## src/rtl/traffic_pkg.sv

```systemverilog
// Shared intersection definitions: phase and fault encodings, lamp-bus
// payload layout and the default dwell times.
// Ports: none (package).
package traffic_pkg;

  localparam int unsigned PHASE_W = 3;
  localparam int unsigned FAULT_W = 3;
  localparam int unsigned DWELL_W = 6;
  localparam int unsigned COUNT_W = 16;

  typedef enum logic [PHASE_W-1:0] {
    PH_NS_G    = 3'd0,
    PH_NS_Y    = 3'd1,
    PH_AR1     = 3'd2,
    PH_EW_G    = 3'd3,
    PH_EW_Y    = 3'd4,
    PH_AR2     = 3'd5,
    PH_UNKNOWN = 3'd7
  } phase_e;

  typedef enum logic [FAULT_W-1:0] {
    FLT_NONE     = 3'd0,
    FLT_CONFLICT = 3'd1,
    FLT_INVALID  = 3'd2,
    FLT_SEQUENCE = 3'd3,
    FLT_SHORT    = 3'd4,
    FLT_LONG     = 3'd5
  } fault_e;

  localparam logic [DWELL_W-1:0] DEF_NS_GREEN_TIME  = 6'd30;
  localparam logic [DWELL_W-1:0] DEF_NS_YELLOW_TIME = 6'd5;
  localparam logic [DWELL_W-1:0] DEF_ALL_RED1_TIME  = 6'd2;
  localparam logic [DWELL_W-1:0] DEF_EW_GREEN_TIME  = 6'd25;
  localparam logic [DWELL_W-1:0] DEF_EW_YELLOW_TIME = 6'd5;
  localparam logic [DWELL_W-1:0] DEF_ALL_RED2_TIME  = 6'd2;
  localparam logic [DWELL_W-1:0] DWELL_MAX          = 6'd63;

  typedef struct packed {
    logic ns_red;
    logic ns_yellow;
    logic ns_green;
    logic ew_red;
    logic ew_yellow;
    logic ew_green;
  } lamps_t;

  typedef struct packed {
    logic is_nsg;
    logic is_nsy;
    logic is_ar;
    logic is_ewg;
    logic is_ewy;
    logic conflict;
    logic invalid;
  } lamp_dec_t;

  localparam lamps_t LAMPS_NSG = 6'b001100;
  localparam lamps_t LAMPS_NSY = 6'b010100;
  localparam lamps_t LAMPS_AR  = 6'b100100;
  localparam lamps_t LAMPS_EWG = 6'b100001;
  localparam lamps_t LAMPS_EWY = 6'b100010;

  // Legal successor in the fixed six-phase rotation.
  function automatic phase_e next_phase(input phase_e p);
    case (p)
      PH_NS_G: return PH_NS_Y;
      PH_NS_Y: return PH_AR1;
      PH_AR1:  return PH_EW_G;
      PH_EW_G: return PH_EW_Y;
      PH_EW_Y: return PH_AR2;
      PH_AR2:  return PH_NS_G;
      default: return PH_UNKNOWN;
    endcase
  endfunction

endpackage

```

## src/rtl/traffic_light_monitor_if.sv

```systemverilog
// Lamp bus plus monitor status bundle.
// master: intersection side, drives lamps and fault_clear, reads status.
// slave : monitor side, reads lamps and fault_clear, drives status.
interface traffic_light_monitor_if;
  import traffic_pkg::*;

  logic                 ns_red;
  logic                 ns_yellow;
  logic                 ns_green;
  logic                 ew_red;
  logic                 ew_yellow;
  logic                 ew_green;
  logic                 fault_clear;
  logic [PHASE_W-1:0]   phase;
  logic                 phase_known;
  logic                 fault_valid;
  logic [FAULT_W-1:0]   fault_code;
  logic                 fault_pulse;
  logic [COUNT_W-1:0]   cycle_count;

  modport master (
    output ns_red, ns_yellow, ns_green, ew_red, ew_yellow, ew_green, fault_clear,
    input  phase, phase_known, fault_valid, fault_code, fault_pulse, cycle_count
  );

  modport slave (
    input  ns_red, ns_yellow, ns_green, ew_red, ew_yellow, ew_green, fault_clear,
    output phase, phase_known, fault_valid, fault_code, fault_pulse, cycle_count
  );

endinterface

```

## src/rtl/tl_lamp_decoder.sv

```systemverilog
// Combinational lamp-pattern classifier.
// Ports: lamps_i - six sampled lamp lines; dec_o - one-hot phase pattern
// flags plus conflict / invalid indications.
module tl_lamp_decoder
  import traffic_pkg::*;
(
  input  lamps_t    lamps_i,
  output lamp_dec_t dec_o
);

  logic ns_lit;
  logic ew_lit;
  logic any_legal;

  always_comb begin
    ns_lit = lamps_i.ns_yellow | lamps_i.ns_green;
    ew_lit = lamps_i.ew_yellow | lamps_i.ew_green;

    dec_o.is_nsg   = (lamps_i == LAMPS_NSG);
    dec_o.is_nsy   = (lamps_i == LAMPS_NSY);
    dec_o.is_ar    = (lamps_i == LAMPS_AR);
    dec_o.is_ewg   = (lamps_i == LAMPS_EWG);
    dec_o.is_ewy   = (lamps_i == LAMPS_EWY);

    any_legal = (lamps_i == LAMPS_NSG) | (lamps_i == LAMPS_NSY) | (lamps_i == LAMPS_AR) |
                (lamps_i == LAMPS_EWG) | (lamps_i == LAMPS_EWY);

    // Crossing go/caution lamps outrank every other classification.
    dec_o.conflict = ns_lit & ew_lit;
    dec_o.invalid  = ~(ns_lit & ew_lit) & ~any_legal;
  end

endmodule

```

## src/rtl/traffic_light_monitor.sv

```systemverilog
// Receive-side safety monitor for the 4-way intersection lamp bus.
// Registers the lamps, decodes them to a phase, checks phase order and dwell
// time, and keeps a sticky first-fault code.
// Ports: clk, reset (async, active-high); bus (slave modport) carries the
// six lamp lines, fault_clear, and the registered status outputs phase,
// phase_known, fault_valid, fault_code, fault_pulse, cycle_count.
module traffic_light_monitor
  import traffic_pkg::*;
#(
  parameter logic [DWELL_W-1:0] NS_GREEN_TIME  = DEF_NS_GREEN_TIME,
  parameter logic [DWELL_W-1:0] NS_YELLOW_TIME = DEF_NS_YELLOW_TIME,
  parameter logic [DWELL_W-1:0] ALL_RED1_TIME  = DEF_ALL_RED1_TIME,
  parameter logic [DWELL_W-1:0] EW_GREEN_TIME  = DEF_EW_GREEN_TIME,
  parameter logic [DWELL_W-1:0] EW_YELLOW_TIME = DEF_EW_YELLOW_TIME,
  parameter logic [DWELL_W-1:0] ALL_RED2_TIME  = DEF_ALL_RED2_TIME
) (
  input  logic                    clk,
  input  logic                    reset,
  traffic_light_monitor_if.slave  bus
);

  lamps_t               lamps_d, lamps_q;
  lamp_dec_t            dec;
  phase_e               phase_d, phase_q;
  phase_e               obs_phase;
  logic [DWELL_W-1:0]   dwell_d, dwell_q;
  logic                 dwell_valid_d, dwell_valid_q;
  logic [DWELL_W-1:0]   time_sel;
  logic                 fault_det;
  fault_e               fault_kind;
  logic                 fault_valid_d, fault_valid_q;
  logic [FAULT_W-1:0]   fault_code_d, fault_code_q;
  logic                 fault_pulse_d, fault_pulse_q;
  logic                 phase_known_d, phase_known_q;
  logic [COUNT_W-1:0]   cycle_count_d, cycle_count_q;

  tl_lamp_decoder u_dec (
    .lamps_i (lamps_q),
    .dec_o   (dec)
  );

  // Raw lamp sample for the input register.
  always_comb begin
    lamps_d.ns_red    = bus.ns_red;
    lamps_d.ns_yellow = bus.ns_yellow;
    lamps_d.ns_green  = bus.ns_green;
    lamps_d.ew_red    = bus.ew_red;
    lamps_d.ew_yellow = bus.ew_yellow;
    lamps_d.ew_green  = bus.ew_green;
  end

  // Observed phase; all-red is resolved by which yellow preceded it.
  // All-red straight out of a green has no defined phase and reads UNKNOWN.
  always_comb begin
    obs_phase = PH_UNKNOWN;
    if (dec.is_nsg)      obs_phase = PH_NS_G;
    else if (dec.is_nsy) obs_phase = PH_NS_Y;
    else if (dec.is_ewg) obs_phase = PH_EW_G;
    else if (dec.is_ewy) obs_phase = PH_EW_Y;
    else if (dec.is_ar) begin
      if (phase_q == PH_NS_Y || phase_q == PH_AR1)      obs_phase = PH_AR1;
      else if (phase_q == PH_EW_Y || phase_q == PH_AR2) obs_phase = PH_AR2;
    end
  end

  // Required dwell of the tracked phase.
  always_comb begin
    case (phase_q)
      PH_NS_G: time_sel = NS_GREEN_TIME;
      PH_NS_Y: time_sel = NS_YELLOW_TIME;
      PH_AR1:  time_sel = ALL_RED1_TIME;
      PH_EW_G: time_sel = EW_GREEN_TIME;
      PH_EW_Y: time_sel = EW_YELLOW_TIME;
      PH_AR2:  time_sel = ALL_RED2_TIME;
      default: time_sel = DWELL_MAX;
    endcase
  end

  // Phase tracker, dwell counter, fault latch and cycle counter next-state.
  always_comb begin
    phase_d       = phase_q;
    dwell_d       = dwell_q;
    dwell_valid_d = dwell_valid_q;
    cycle_count_d = cycle_count_q;
    fault_det     = 1'b0;
    fault_kind    = FLT_NONE;

    if (dec.conflict || dec.invalid) begin
      fault_det     = 1'b1;
      fault_kind    = dec.conflict ? FLT_CONFLICT : FLT_INVALID;
      phase_d       = PH_UNKNOWN;
      dwell_d       = DWELL_W'(1);
      dwell_valid_d = 1'b0;
    end else if (phase_q == PH_UNKNOWN) begin
      if (!dec.is_ar) begin
        phase_d       = obs_phase;
        dwell_d       = DWELL_W'(1);
        dwell_valid_d = 1'b0;
      end
    end else if (obs_phase == phase_q) begin
      // dwell only passes TIME once per visit, so LONG fires once.
      if (dwell_valid_q && dwell_q == time_sel) begin
        fault_det  = 1'b1;
        fault_kind = FLT_LONG;
      end
      if (dwell_q != DWELL_MAX) dwell_d = dwell_q + DWELL_W'(1);
    end else if (obs_phase == next_phase(phase_q)) begin
      if (dwell_valid_q && dwell_q < time_sel) begin
        fault_det  = 1'b1;
        fault_kind = FLT_SHORT;
      end
      if (phase_q == PH_AR2) cycle_count_d = cycle_count_q + COUNT_W'(1);
      phase_d       = obs_phase;
      dwell_d       = DWELL_W'(1);
      dwell_valid_d = 1'b1;
    end else begin
      fault_det     = 1'b1;
      fault_kind    = FLT_SEQUENCE;
      phase_d       = obs_phase;
      dwell_d       = DWELL_W'(1);
      dwell_valid_d = 1'b0;
    end

    fault_pulse_d = fault_det;
    fault_valid_d = fault_valid_q;
    fault_code_d  = fault_code_q;
    // A fault coincident with a clear is latched fresh.
    if (bus.fault_clear) begin
      fault_valid_d = fault_det;
      fault_code_d  = fault_det ? fault_kind : FLT_NONE;
    end else if (fault_det && !fault_valid_q) begin
      fault_valid_d = 1'b1;
      fault_code_d  = fault_kind;
    end

    phase_known_d = (phase_d != PH_UNKNOWN);
  end

  // State and output registers; lamp register resets to the NS green pattern
  // so the first evaluated sample matches the reset phase.
  always_ff @(posedge clk or posedge reset) begin
    if (reset) begin
      lamps_q       <= LAMPS_NSG;
      phase_q       <= PH_NS_G;
      dwell_q       <= DWELL_W'(1);
      dwell_valid_q <= 1'b0;
      cycle_count_q <= '0;
      fault_pulse_q <= 1'b0;
      fault_valid_q <= 1'b0;
      fault_code_q  <= FLT_NONE;
      phase_known_q <= 1'b1;
    end else begin
      lamps_q       <= lamps_d;
      phase_q       <= phase_d;
      dwell_q       <= dwell_d;
      dwell_valid_q <= dwell_valid_d;
      cycle_count_q <= cycle_count_d;
      fault_pulse_q <= fault_pulse_d;
      fault_valid_q <= fault_valid_d;
      fault_code_q  <= fault_code_d;
      phase_known_q <= phase_known_d;
    end
  end

  assign bus.phase       = phase_q;
  assign bus.phase_known = phase_known_q;
  assign bus.fault_valid = fault_valid_q;
  assign bus.fault_code  = fault_code_q;
  assign bus.fault_pulse = fault_pulse_q;
  assign bus.cycle_count = cycle_count_q;

endmodule

```

## src/flat_wrapper.sv

```systemverilog
// flat-port wrapper written by rule: the top's interface ports become plain ports
module traffic_light_monitor_flat import traffic_pkg::*;
#(
  parameter logic [DWELL_W-1:0] NS_GREEN_TIME  = DEF_NS_GREEN_TIME,
  parameter logic [DWELL_W-1:0] NS_YELLOW_TIME = DEF_NS_YELLOW_TIME,
  parameter logic [DWELL_W-1:0] ALL_RED1_TIME  = DEF_ALL_RED1_TIME,
  parameter logic [DWELL_W-1:0] EW_GREEN_TIME  = DEF_EW_GREEN_TIME,
  parameter logic [DWELL_W-1:0] EW_YELLOW_TIME = DEF_EW_YELLOW_TIME,
  parameter logic [DWELL_W-1:0] ALL_RED2_TIME  = DEF_ALL_RED2_TIME
)
  (clk, reset, bus_ns_red, bus_ns_yellow, bus_ns_green, bus_ew_red, bus_ew_yellow, bus_ew_green, bus_fault_clear, bus_phase, bus_phase_known, bus_fault_valid, bus_fault_code, bus_fault_pulse, bus_cycle_count);
  traffic_light_monitor_if bus_i ();
  input  logic clk;
  input  logic reset;
  input wire logic [$bits(bus_i.ns_red)-1:0] bus_ns_red;
  input wire logic [$bits(bus_i.ns_yellow)-1:0] bus_ns_yellow;
  input wire logic [$bits(bus_i.ns_green)-1:0] bus_ns_green;
  input wire logic [$bits(bus_i.ew_red)-1:0] bus_ew_red;
  input wire logic [$bits(bus_i.ew_yellow)-1:0] bus_ew_yellow;
  input wire logic [$bits(bus_i.ew_green)-1:0] bus_ew_green;
  input wire logic [$bits(bus_i.fault_clear)-1:0] bus_fault_clear;
  output wire logic [$bits(bus_i.phase)-1:0] bus_phase;
  output wire logic [$bits(bus_i.phase_known)-1:0] bus_phase_known;
  output wire logic [$bits(bus_i.fault_valid)-1:0] bus_fault_valid;
  output wire logic [$bits(bus_i.fault_code)-1:0] bus_fault_code;
  output wire logic [$bits(bus_i.fault_pulse)-1:0] bus_fault_pulse;
  output wire logic [$bits(bus_i.cycle_count)-1:0] bus_cycle_count;
  assign bus_i.ns_red = bus_ns_red;
  assign bus_i.ns_yellow = bus_ns_yellow;
  assign bus_i.ns_green = bus_ns_green;
  assign bus_i.ew_red = bus_ew_red;
  assign bus_i.ew_yellow = bus_ew_yellow;
  assign bus_i.ew_green = bus_ew_green;
  assign bus_i.fault_clear = bus_fault_clear;
  assign bus_phase = bus_i.phase;
  assign bus_phase_known = bus_i.phase_known;
  assign bus_fault_valid = bus_i.fault_valid;
  assign bus_fault_code = bus_i.fault_code;
  assign bus_fault_pulse = bus_i.fault_pulse;
  assign bus_cycle_count = bus_i.cycle_count;
  traffic_light_monitor #(.NS_GREEN_TIME(NS_GREEN_TIME), .NS_YELLOW_TIME(NS_YELLOW_TIME), .ALL_RED1_TIME(ALL_RED1_TIME), .EW_GREEN_TIME(EW_GREEN_TIME), .EW_YELLOW_TIME(EW_YELLOW_TIME), .ALL_RED2_TIME(ALL_RED2_TIME)) u_core (.clk(clk), .reset(reset), .bus(bus_i));
endmodule
```

## config.mk

```make
export PLATFORM = sky130hd
export DESIGN_NAME = traffic_light_monitor_flat
export DESIGN_NICKNAME = d
export VERILOG_FILES = /design/src/rtl/traffic_pkg.sv /design/src/rtl/traffic_light_monitor_if.sv /design/src/rtl/tl_lamp_decoder.sv /design/src/rtl/traffic_light_monitor.sv /design/src/flat_wrapper.sv
export SDC_FILE = /design/constraint.sdc
export NUM_CORES = 1
export LEC_CHECK = 0
export ABC_AREA = 1
export BUFFER_PORTS_ARGS = -buffer_cell sky130_fd_sc_hd__buf_2
export CAP_MARGIN = 30
export CORE_UTILIZATION = 50
export CTS_BUF_LIST = sky130_fd_sc_hd__clkbuf_8
export DETAILED_ROUTE_END_ITERATION = 16
export PLACE_DENSITY = 0.71
export RECOVER_POWER = 25
export SYNTH_ARGS = -nofsm -noshare
export SYNTH_HDL_FRONTEND = slang
export SYNTH_HIERARCHICAL = 1
export SYNTH_SLANG_ARGS = --single-unit
export TNS_END_PERCENT = 100
```

## constraint.sdc

```tcl
create_clock -name clk -period 4.91 [get_ports clk]
set_input_delay 0.491 -clock clk [delete_from_list [all_inputs] [get_ports clk]]
set_output_delay 0.491 -clock clk [all_outputs]
set_load 0.05 [all_outputs]
```

==> run_results.csv <==
group,metric,value,unit
outcome,outcome,"finished with violations",
outcome,failed_checks,"capacitance limit, slew limit",
setup_path,rr_startpoint,"u_core/lamps_q[2]$_DFF_PP1_",
pwr,internal-power,540.8,uW
synthesis,synth_commonest_cells,"nand2_1 (75), inv_1 (42), dfrtp_1 (34)",
placed_design,place_ws,2391,ps
synthesis,yosys.area.top_type,"dfrtp_1",
setup_path,critical_path.cell_chain,"nand2_1 > nor2_2 > inv_2 > nor2_1 > nand4_1 > nand2_1 > nand2_1 > nand2_1 > nand2_1 > nand2_1 > nand4_4 > inv_2 > nand2_1 > nor2_1 > xor2_1",
timing,tightest_slew,2015,ps
final_layout,finalNetCount,357,
floorplanning,core_region_area,0.004384,sq mm
clocking,worst_setup_hold_path_clk_slew,80,ps
hold_path,min-delay-path-class,"in -> reg",
run,drv_cap,1,
final_layout,n_antenna_cell,0,
pwr,leakagePower,1.393,nW
drt,drtPass1Iterations,5,
setup_path,timing.critical_path.max_delay_family,"simple AND/OR/NAND/NOR gates",
setup_path,arrival,2810,ps
clocking,cts-resized-gates,0,
timing,layout_min_cycle_time,2594,ps
synthesis,gate_count_post_synth,300,
pwr,net-switching-power,174.0,uW
grt,antenna_found_initial,0,
setup_path,slowest_cell_on_the_critical_path,"dfstp_2",
grt,overflow,0,
clocking,cts_tree,"yes",
drt,wl_per_cell,12.67,microns
synthesis,nets_in_the_synthesized_netlist,317,
grt,grt_first_pass_wirelength,8445,microns
placed_design,total_cell_area_at_the_placement_stage,0.002532,sq mm
final_layout,final_non_filler_cell_area,0.002666,sq mm
setup_path,critical_path.endpoint_type,"flip-flop",
timing,report.final.slew_viol_count,39,
floorplanning,die_area,0.004887,sq mm
pwr,worst_ir_drop_vdd,222.1,uV
synthesis,top_cell_type_s_share_of_synthesized_area,0.3690,
pwr,power.density_cell_area,268.1,mW/mm^2
timing,setup_viol,0,
setup_path,timing.critical_path.fanout_max,11,
synthesis,post_synthesis_mean_instance_area,7.687,sq um
setup_path,critical-path-max-stage-delay,540,ps
setup_path,cp.required,5120,ps
clocking,cts_hold_buffers,0,
drt,detailroute.via_count,2022,
grt,largest_net_degree_at_the_start_of_global_routing,39,
setup_path,cpMostUsedCell,"nand2_1",
drt,drt_drc_violations_left,0,
setup_path,criticalPathCategory,"reg -> reg",
hold_path,worst_hold_startpoint,"bus_ew_red",
placed_design,port-buffer-count,33,
final_layout,fillers,393,
setup_path,worstPathBufferInverterCount,2,
grt,grt_pass1_vias,1860,
synthesis,synth_async_sr_flop_share,1.000,
pwr,combPwrFrac,0.094,
clocking,clock_path_buffers,2,
clocking,clock_tree.root_cell,"clkbuf_8",
drt,wirelength_routed,4980,microns
final_layout,share_of_final_layout_standard_cells_stronger_than_drive_strength_1,0.2082,
floorplanning,initial_core_util,0.5260,
drt,drt-initial-drc-count,127,
synthesis,number_of_warning_messages_in_the_yosys_log,6,
synthesis,synth_edf_count,0,
final_layout,multi_input_area,0.001151,sq mm
timing,rsz0062_at_grt,"false",
floorplanning,design.portCount,34,
grt,groute.usage.overall,0.2164,
timing,finalSetupTns,0,ps
final_layout,area_delta_synth_final,15.63,%
timing,layout_setup_ws,2316,ps
timing,final_min_period_over_clock_period,0.5282,
floorplanning,num_rows,24,
pwr,switching_share,0.2434,
setup_path,worstSetupStartpoint,"u_core/lamps_q[2]$_DFF_PP1_",
floorplanning,die_width,69.91,microns
synthesis,ys_seq_elements,38,
synthesis,dominantRegCellSynth,"dfrtp_1",
synthesis,netlist_top_cells_area,"dfrtp_1 (37%), nand2_1 (12%), inv_1 (6.8%), nor2_1 (4.9%), dfstp_2 (4.6%)",
final_layout,ff_latch_area,955.9,sq um
synthesis,post-synth-top-count-cell,"nand2_1",
timing,fin_worst_skew,5.907,ps
timing,max_clock_freq,0.3856,GHz
floorplanning,die_height,69.91,microns
pwr,sequentialPowerShare,0.457,
timing,max_slew_margin,-0.3436,
drt,drtAntennaViolNets,0,
clocking,clock_tree_sinks,38,
clocking,clk_latency_worst_skew_pair,290,ps
placed_design,gp_congestion,0.8352,
setup_path,setup.worst_path.start_class,"flip-flop",
pwr,clock_power_share,0.449,
drt,avgViaCountPerCell,5.145,
synthesis,post_synth_num_cell_types,29,
timing,hold_violations,0,
placed_design,detailedPlacementHpwl,3634,microns
synthesis,synthesis.area,0.002306,sq mm
clocking,htree_levels,2,
clocking,post-cts-setup-buffers,0,
clocking,cts_inserted_buffers,5,
synthesis,synth-seq-area-share,0.4145,
==> kinds of logic (layout without fill, tap and decap cells) <==
group | count (synthesis) | after routing | share of synthesized area
xor+xnor | 17 | 17 | 0.06457
fa+ha+maj | 8 | 8 | 0.04341
buf+inv | 51 | 92 | 0.08627
flops | 38 | 38 | 0.4145
simple gates | 162 | 162 | 0.3337
compound gates | 24 | 24 | 0.05752
==> flip-flops by register name, summed over array words and instances, names as in the netlist <==
register / cells
u_core/bus.cycle_count: 16
u_core/bus.fault_code: 3
u_core/bus.fault_pulse: 1
u_core/bus.fault_valid: 1
u_core/bus.phase: 3
u_core/bus.phase_known: 1
u_core/dwell_q: 6
u_core/dwell_valid_q: 1
u_core/lamps_q: 6
==> cell type report <==
cell class / count / area share
multi-input combinational: 211 / 0.4317
sequential: 38 / 0.3585
inverter: 50 / 0.07039
timing repair buffer: 34 / 0.06335
clock buffer: 5 / 0.02581
clock inverter: 3 / 0.02581
tap: 52 / 0.02440
==> routing by layer <==
layer	global-route usage	vias up	part of all wire
met5	0	-	0
met4	0.06889	0	0.011
met3	0.04618	6	0.039
met2	0.3312	48	0.46
met1	0.3075	934	0.49
li1	-	1034	-
==> worst paths after layout <==
path / end / slack [ps] / cells past startpoint
setup / recovery: u_core/bus.cycle_count[5]$_DFFE_PP0P_ / 2320 / 15
hold / removal: u_core/lamps_q[2]$_DFF_PP1_ / 290 / 1
setup reg to reg: u_core/bus.cycle_count[5]$_DFFE_PP0P_ / 2320 / 15
hold reg to reg: u_core/bus.cycle_count[14]$_DFFE_PP0P_ / 500 / 1
max in group asynchronous: u_core/bus.fault_code[0]$_DFFE_PP0P_ / 2850 / 3
min in group asynchronous: u_core/bus.phase[0]$_DFF_PP0_ / 910 / 3
==> metrics by stage <==
step | total power, mW | hold WS, ps | cells | utilization
after floorplan | 0.3824 | 475.1 | 300 | -
after global placement | 0.3988 | 483.3 | 385 | 0.5776
after detailed placement | 0.4000 | 484.7 | 385 | 0.5776
after CTS | 0.7248 | 282.6 | 393 | 0.6090
after global routing | 0.7421 | 279.8 | 393 | 0.6082
final | 0.7148 | 293.0 | 393 | 0.6082
==> power groups by stage <==
stage               logic (mW)  registers (mW)  clock network (mW)
detailed placement      0.0679           0.332                   0
floorplan               0.0344           0.348                   0
global placement        0.0666           0.332                   0
global route            0.0754           0.328               0.339
CTS                     0.0682           0.326               0.330
finish                  0.0675           0.327               0.321
==> cells in the final DEF, fill, tap and decap left out, drive strengths merged, types with 2 or more instances in the layout <==
cell type	n
nor4	2
o21ai	16
inv	50
nand3	23
clkbuf	6
xor2	12
o22ai	2
bufinv	2
nor2	35
nand2	80
xnor2	5
dfrtp	34
ha	8
buf	33
nand4	13
dfstp	4
nor3	8
a21oi	4
(Power assumes the default switching activity.)
